### src/rtl/fifo_reader_pkg.sv
// ============================================================================
//  Module   : fifo_reader_pkg
//  Purpose  : Shared types and constants for the FIFO read-side controller.
//  Revision : 1.0
// ============================================================================
`timescale 1ns/1ps
`default_nettype none

package fifo_reader_pkg;

  localparam int SKID_DEPTH = 2;

  typedef enum logic [1:0] {
    IDLE  = 2'd0,
    RUN   = 2'd1,
    DRAIN = 2'd2
  } state_t;

endpackage

`default_nettype wire

### src/rtl/fifo_reader_skid.sv
// ============================================================================
//  Module   : fifo_reader_skid
//  Purpose  : Two-entry skid buffer absorbing the FIFO's registered read data.
//  Revision : 1.0
// ============================================================================
`timescale 1ns/1ps
`default_nettype none

module fifo_reader_skid
  import fifo_reader_pkg::*;
#(
  parameter int DATA_WIDTH = 8
) (
  input  logic                  clk,
  input  logic                  rst_n,
  input  logic                  push,
  input  logic                  pop,
  input  logic [DATA_WIDTH-1:0] din,
  output logic [1:0]            occ,
  output logic [DATA_WIDTH-1:0] head
);

  logic [DATA_WIDTH-1:0] r_ent0;
  logic [DATA_WIDTH-1:0] r_ent1;
  logic [1:0]            r_occ;

  // Entry 0 is always the head; entry 1 only holds data when two words wait.
  always_ff @(posedge clk or negedge rst_n) begin
    if (!rst_n) begin
      r_ent0 <= '0;
      r_ent1 <= '0;
      r_occ  <= 2'd0;
    end else begin
      unique case ({push, pop})
        2'b10: begin
          if (r_occ == 2'd0) r_ent0 <= din;
          else               r_ent1 <= din;
          r_occ <= r_occ + 2'd1;
        end
        2'b01: begin
          r_ent0 <= r_ent1;
          r_occ  <= r_occ - 2'd1;
        end
        2'b11: begin
          if (r_occ == 2'(SKID_DEPTH)) begin
            r_ent0 <= r_ent1;
            r_ent1 <= din;
          end else begin
            r_ent0 <= din;
          end
        end
        default: ;
      endcase
    end
  end

  assign occ  = r_occ;
  assign head = r_ent0;

endmodule

`default_nettype wire

### src/rtl/fifo_reader.sv
// ============================================================================
//  Module   : fifo_reader
//  Purpose  : Pops a commanded burst from a synchronous FIFO onto a
//             valid/ready stream with a last-beat marker.
//  Revision : 1.0
// ============================================================================
`timescale 1ns/1ps
`default_nettype none

module fifo_reader
  import fifo_reader_pkg::*;
#(
  parameter int DATA_WIDTH = 8,
  parameter int CNT_WIDTH  = 16
) (
  input  logic                  clk,
  input  logic                  rst_n,
  input  logic                  start,
  input  logic [CNT_WIDTH-1:0]  len,
  output logic                  busy,
  output logic                  done,
  output logic                  fifo_rden,
  input  logic                  fifo_empty,
  input  logic [DATA_WIDTH-1:0] fifo_rdata,
  output logic                  m_valid,
  output logic [DATA_WIDTH-1:0] m_data,
  output logic                  m_last,
  input  logic                  m_ready
);

  state_t               r_state;
  state_t               w_state_nxt;
  logic                 r_done;
  logic                 w_done_nxt;
  logic                 r_inflight;
  logic [CNT_WIDTH-1:0] r_issue_cnt;
  logic [CNT_WIDTH-1:0] r_beat_cnt;
  logic [1:0]           w_occ;
  logic                 w_pop;
  logic [2:0]           w_credit;

  assign m_valid = (w_occ != 2'd0);
  assign w_pop   = m_valid && m_ready;
  assign m_last  = m_valid && (r_beat_cnt == CNT_WIDTH'(1));

  // Words already buffered or in flight, minus the one leaving this cycle,
  // must leave room for the word a new read would deliver.
  assign w_credit  = {1'b0, w_occ} + {2'b00, r_inflight} - {2'b00, w_pop};
  assign fifo_rden = (r_state == RUN) && !fifo_empty &&
                     (r_issue_cnt != '0) && (w_credit < 3'(SKID_DEPTH));

  assign busy = (r_state != IDLE);
  assign done = r_done;

  always_ff @(posedge clk or negedge rst_n) begin
    if (!rst_n) begin
      r_state <= IDLE;
      r_done  <= 1'b0;
    end else begin
      r_state <= w_state_nxt;
      r_done  <= w_done_nxt;
    end
  end

  always_comb begin
    w_state_nxt = r_state;
    w_done_nxt  = 1'b0;
    unique case (r_state)
      IDLE: begin
        if (start) begin
          if (len != '0) w_state_nxt = RUN;
          else           w_done_nxt  = 1'b1;
        end
      end
      RUN: begin
        if (fifo_rden && (r_issue_cnt == CNT_WIDTH'(1))) w_state_nxt = DRAIN;
      end
      DRAIN: begin
        if (w_pop && (r_beat_cnt == CNT_WIDTH'(1))) begin
          w_state_nxt = IDLE;
          w_done_nxt  = 1'b1;
        end
      end
      default: w_state_nxt = IDLE;
    endcase
  end

  always_ff @(posedge clk or negedge rst_n) begin
    if (!rst_n) begin
      r_issue_cnt <= '0;
      r_beat_cnt  <= '0;
      r_inflight  <= 1'b0;
    end else begin
      r_inflight <= fifo_rden;
      if ((r_state == IDLE) && start && (len != '0)) begin
        r_issue_cnt <= len;
        r_beat_cnt  <= len;
      end else begin
        if (fifo_rden && (r_issue_cnt != '0)) r_issue_cnt <= r_issue_cnt - CNT_WIDTH'(1);
        if (w_pop && (r_beat_cnt != '0))      r_beat_cnt  <= r_beat_cnt - CNT_WIDTH'(1);
      end
    end
  end

  fifo_reader_skid #(
    .DATA_WIDTH (DATA_WIDTH)
  ) u_skid (
    .clk   (clk),
    .rst_n (rst_n),
    .push  (r_inflight),
    .pop   (w_pop),
    .din   (fifo_rdata),
    .occ   (w_occ),
    .head  (m_data)
  );

endmodule

`default_nettype wire

### config.mk
export PLATFORM = sky130hd
export DESIGN_NAME = fifo_reader
export DESIGN_NICKNAME = d
export VERILOG_FILES = /design/src/rtl/fifo_reader_pkg.sv /design/src/rtl/fifo_reader_skid.sv /design/src/rtl/fifo_reader.sv
export SDC_FILE = /design/constraint.sdc
export NUM_CORES = 1
export LEC_CHECK = 0
export CAP_MARGIN = 20
export CORE_MARGIN = 2
export CORE_UTILIZATION = 31
export CTS_BUF_LIST = sky130_fd_sc_hd__clkbuf_2 sky130_fd_sc_hd__clkbuf_4 sky130_fd_sc_hd__clkbuf_8
export DETAILED_ROUTE_END_ITERATION = 8
export GPL_TIMING_DRIVEN = 0
export SLEW_MARGIN = 20
export SYNTH_ARGS = -nofsm -noshare
export SYNTH_HDL_FRONTEND = slang
export SYNTH_SLANG_ARGS = --single-unit
### constraint.sdc
create_clock -name clk -period 3.1 [get_ports clk]
set_input_delay 0.31 -clock clk [delete_from_list [all_inputs] [get_ports clk]]
set_output_delay 0.31 -clock clk [all_outputs]
set_load 0.1 [all_outputs]
==> flow_metrics.tcl <==
set metrics [dict create \
    status "finished clean" \
    total_power_mw 3.65 \
    syn_avg_cell_area_um2 9.55 \
    drt_first_pass_iters 4 \
    cp-start-kind "flip-flop" \
    multi_input_area_um2 1580 \
    fin_nets 401 \
    yosys-top-cells-area "dfrtp_1 45%, nand2_1 4.4%, o21ai_0 4.1%, mux2_2 3.4%, o211ai_1 3.2%" \
    clock_latency_ps 320 \
    fin_util 0.388 \
    cts_max_level 2 \
    ir_drop_v 0.000327 \
    cts_tree "yes" \
    power_density_nw_per_um2 981 \
    n_antenna_cell 0 \
    reg2reg_from "u_skid.occ[1]" \
    fin_crit_sh 0.958 \
    grt_pass1_vias 2572 \
    ys_seq_elements 54 \
    syn_inst 316 \
    cts_root_buf "clkbuf_8" \
    fill_cells 953 \
    wl_per_cell_um 15.4 \
    grt_pass1_wl_um 12800 \
    grt_usage 0.157 \
    initial_core_util 0.314 \
    netlist_area_um2 3020 \
    yosysTopAreaCell "dfrtp_1" \
    critPathKind "reg -> out" \
    portBuffers 41 \
    synth_flop_cell "dfrtp_1" \
    setup_slack_ps 131 \
    rr_worst_depth 10 \
    die_y_um 103 \
    ys_types 50 \
    wl_um 7660 \
    hold_path_class "in -> async" \
    worst_r2r_endpoint "r_issue_cnt[15]" \
    first_iter_violations 139 \
    synth_edf_count 0 \
    clock-sinks 54 \
    fin_crit_ps 2970 \
    p_leak_nw 1.48 \
    rows 36 \
    die-area_um2 10500 \
    finClkSkew_ps 18.4 \
    cp.arrival_ps 2660 \
    ctsHoldBuffers 0 \
    dp_hpwl_um 5730 \
    hold_violations 0 \
    syn_nets 353 \
    slew_violations 0 \
    rsz0062_at_grt "no" \
    cp_data_required_time_ps 2790 \
    die_x_um 103 \
    syn_to_final_growth_pct 23.3 \
    yosys.area.top_type_share 0.448 \
    tns_ps 0 \
    maxCapViolCount 0 \
    dp_cells 490 \
    synth_seq_area_share 0.448 \
    yosys_warnings 0 \
    end_kind "output port" \
    postRouteAntennaNets 0 \
    pre_cts_ws_ps -1260 \
    rrSetupSlack_ps 270 \
    routed_via_density 5.16 \
    worstMarginPinSlew_ps 1000 \
    drive_gt1_frac 0.101 \
    vias 2569 \
    grt_max_degree 55 \
    final_cells 498 \
    antenna_found_initial 0 \
    clkTransAtPathRegs_ps 110 \
    num_io_pins 42 \
    max_freq_mhz 337 \
    remaining_drc_errors 0 \
    slew_headroom 0.330 \
    seq_area_um2 1350 \
    clockBufferDepth 2 \
    ys_async_sr_fraction 1.00 \
    numCtsBuffers 5 \
    coreArea_um2 9590 \
    crit_fanout 7 \
    place.gp.congestion 0.879 \
    overflow 0 \
    finalSetupViolCount 0 \
]
worst max-delay path by stage:
stage	startpoint	to	slack, ps	cells after the start
6_report	r_beat_cnt[6]	m_last	130	5
5_1_grt	u_skid.occ[1]	fifo_rden	20	9
4_1_cts	m_ready	fifo_rden	3	10
3_5_place_dp	m_ready	fifo_rden	-1260	10
3_3_place_gp	m_ready	fifo_rden	-1220	10
2_1_floorplan	u_skid.occ[0]	r_issue_cnt[14]	80	10
logic make-up after synthesis:
family          Yosys count  synth area share
compound gates           78             0.173
xor+xnor                 14            0.0406
fa+ha+maj                 8            0.0357
buf+inv                  27            0.0348
flops                    54             0.448
mux                      12            0.0436
simple gates            123             0.225
what timing repair did:
| action | in CTS | in global routing |
|---|---|---|
| buffers inserted | 1 | 0 |
| pin swaps | 1 | 1 |
| resized for setup | 16 | 2 |
| endpoints found under the hold margin | 0 | 0 |
| setup endpoints to repair | 6 | 7 |
where the power goes:
part | switching [mW] | total, mW | leakage [nW] | internal, mW
Sequential | 0.291 | 1.29 | 0.674 | 1.00
Clock | 0.247 | 0.427 | 0.0472 | 0.180
Combinational | 1.23 | 1.93 | 0.756 | 0.696
cell usage in the layout (no fill, tap or decap), types with 2 or more instances in the layout:
cell,count
o21ai_0,25
buf_2,3
mux2_2,9
and2_1,3
a22oi_1,9
mux2i_1,3
nand3_1,13
inv_1,12
xor2_1,6
nand4b_1,2
nor3_1,9
a21o_1,2
or2_2,3
clkbuf_8,6
nor2_1,17
or3_1,8
nand4_1,4
clkbuf_1,8
o21ai_1,3
nor4_1,11
clkdlybuf4s50_1,37
o311ai_0,5
a21oi_1,8
dfrtp_1,53
buf_4,2
nor4_4,2
a221o_1,4
nor2b_1,2
ha_1,7
or4_1,4
nand2_1,34
o41ai_1,2
nor4_2,2
xnor2_1,8
o211ai_1,13
cells in the mapped netlist (2+ instances only):
library cell and instances:
o311ai_0 5, xor2_1 6, and2_1 3, buf_2 3, mux2_2 9, inv_1 12
nor2b_1 2, nand3_1 13, a21oi_1 8, nor2_1 18, xnor2_1 8, dfrtp_1 54
or2_2 3, a21o_1 2, nand4_1 4, clkbuf_1 9, a221o_1 4, nor4_1 12
nand2_1 35, o41ai_1 2, nor4_4 2, nand4b_1 2, nor3_1 9, or3_1 8
ha_1 7, or4_1 4, a22oi_1 9, o21ai_0 25, o211ai_1 13, o21ai_1 3
mux2i_1 3
worst max-delay path, stage by stage, from the launching register on:
cell and delay, ps:
dfrtp_1 420, or4_1 490, buf_2 170, nor4_2 420, and3_1 260, clkdlybuf4s15_2 570
area by class of cell:
class                           count  area share
Inverter                           14      0.0148
Buffer                             12      0.0131
Timing Repair Buffer               42       0.114
Multi-Input combinational cell    235       0.424
Tap cell                          133      0.0448
Sequential cell                    54       0.364
Clock inverter                      2     0.00336
Clock buffer                        6      0.0222
routing by layer:
layer	track usage	wire (um)	vias to the layer above
met5	0	0	-
met4	0.0513	133	0
met3	0.0217	202	10
met2	0.248	3760	51
met1	0.222	3570	1245
li1	-	-	1263
registers in the layout (all words and copies together), names as in the netlist:
register,cells
r_state,2
u_skid.head,8
r_beat_cnt,16
r_issue_cnt,16
r_inflight,1
u_skid.occ,2
u_skid.r_ent1,8
done,1
stage by stage:
stage / area, um2 / hold WS [ps]
after floorplan: 3020 / 14.4
after global placement: 3590 / 471
after detailed placement: 3590 / 410
after CTS: 3720 / 59.2
after global routing: 3720 / 81.4
final: 3720 / 18.5
Power figures use the tool's default switching activity.
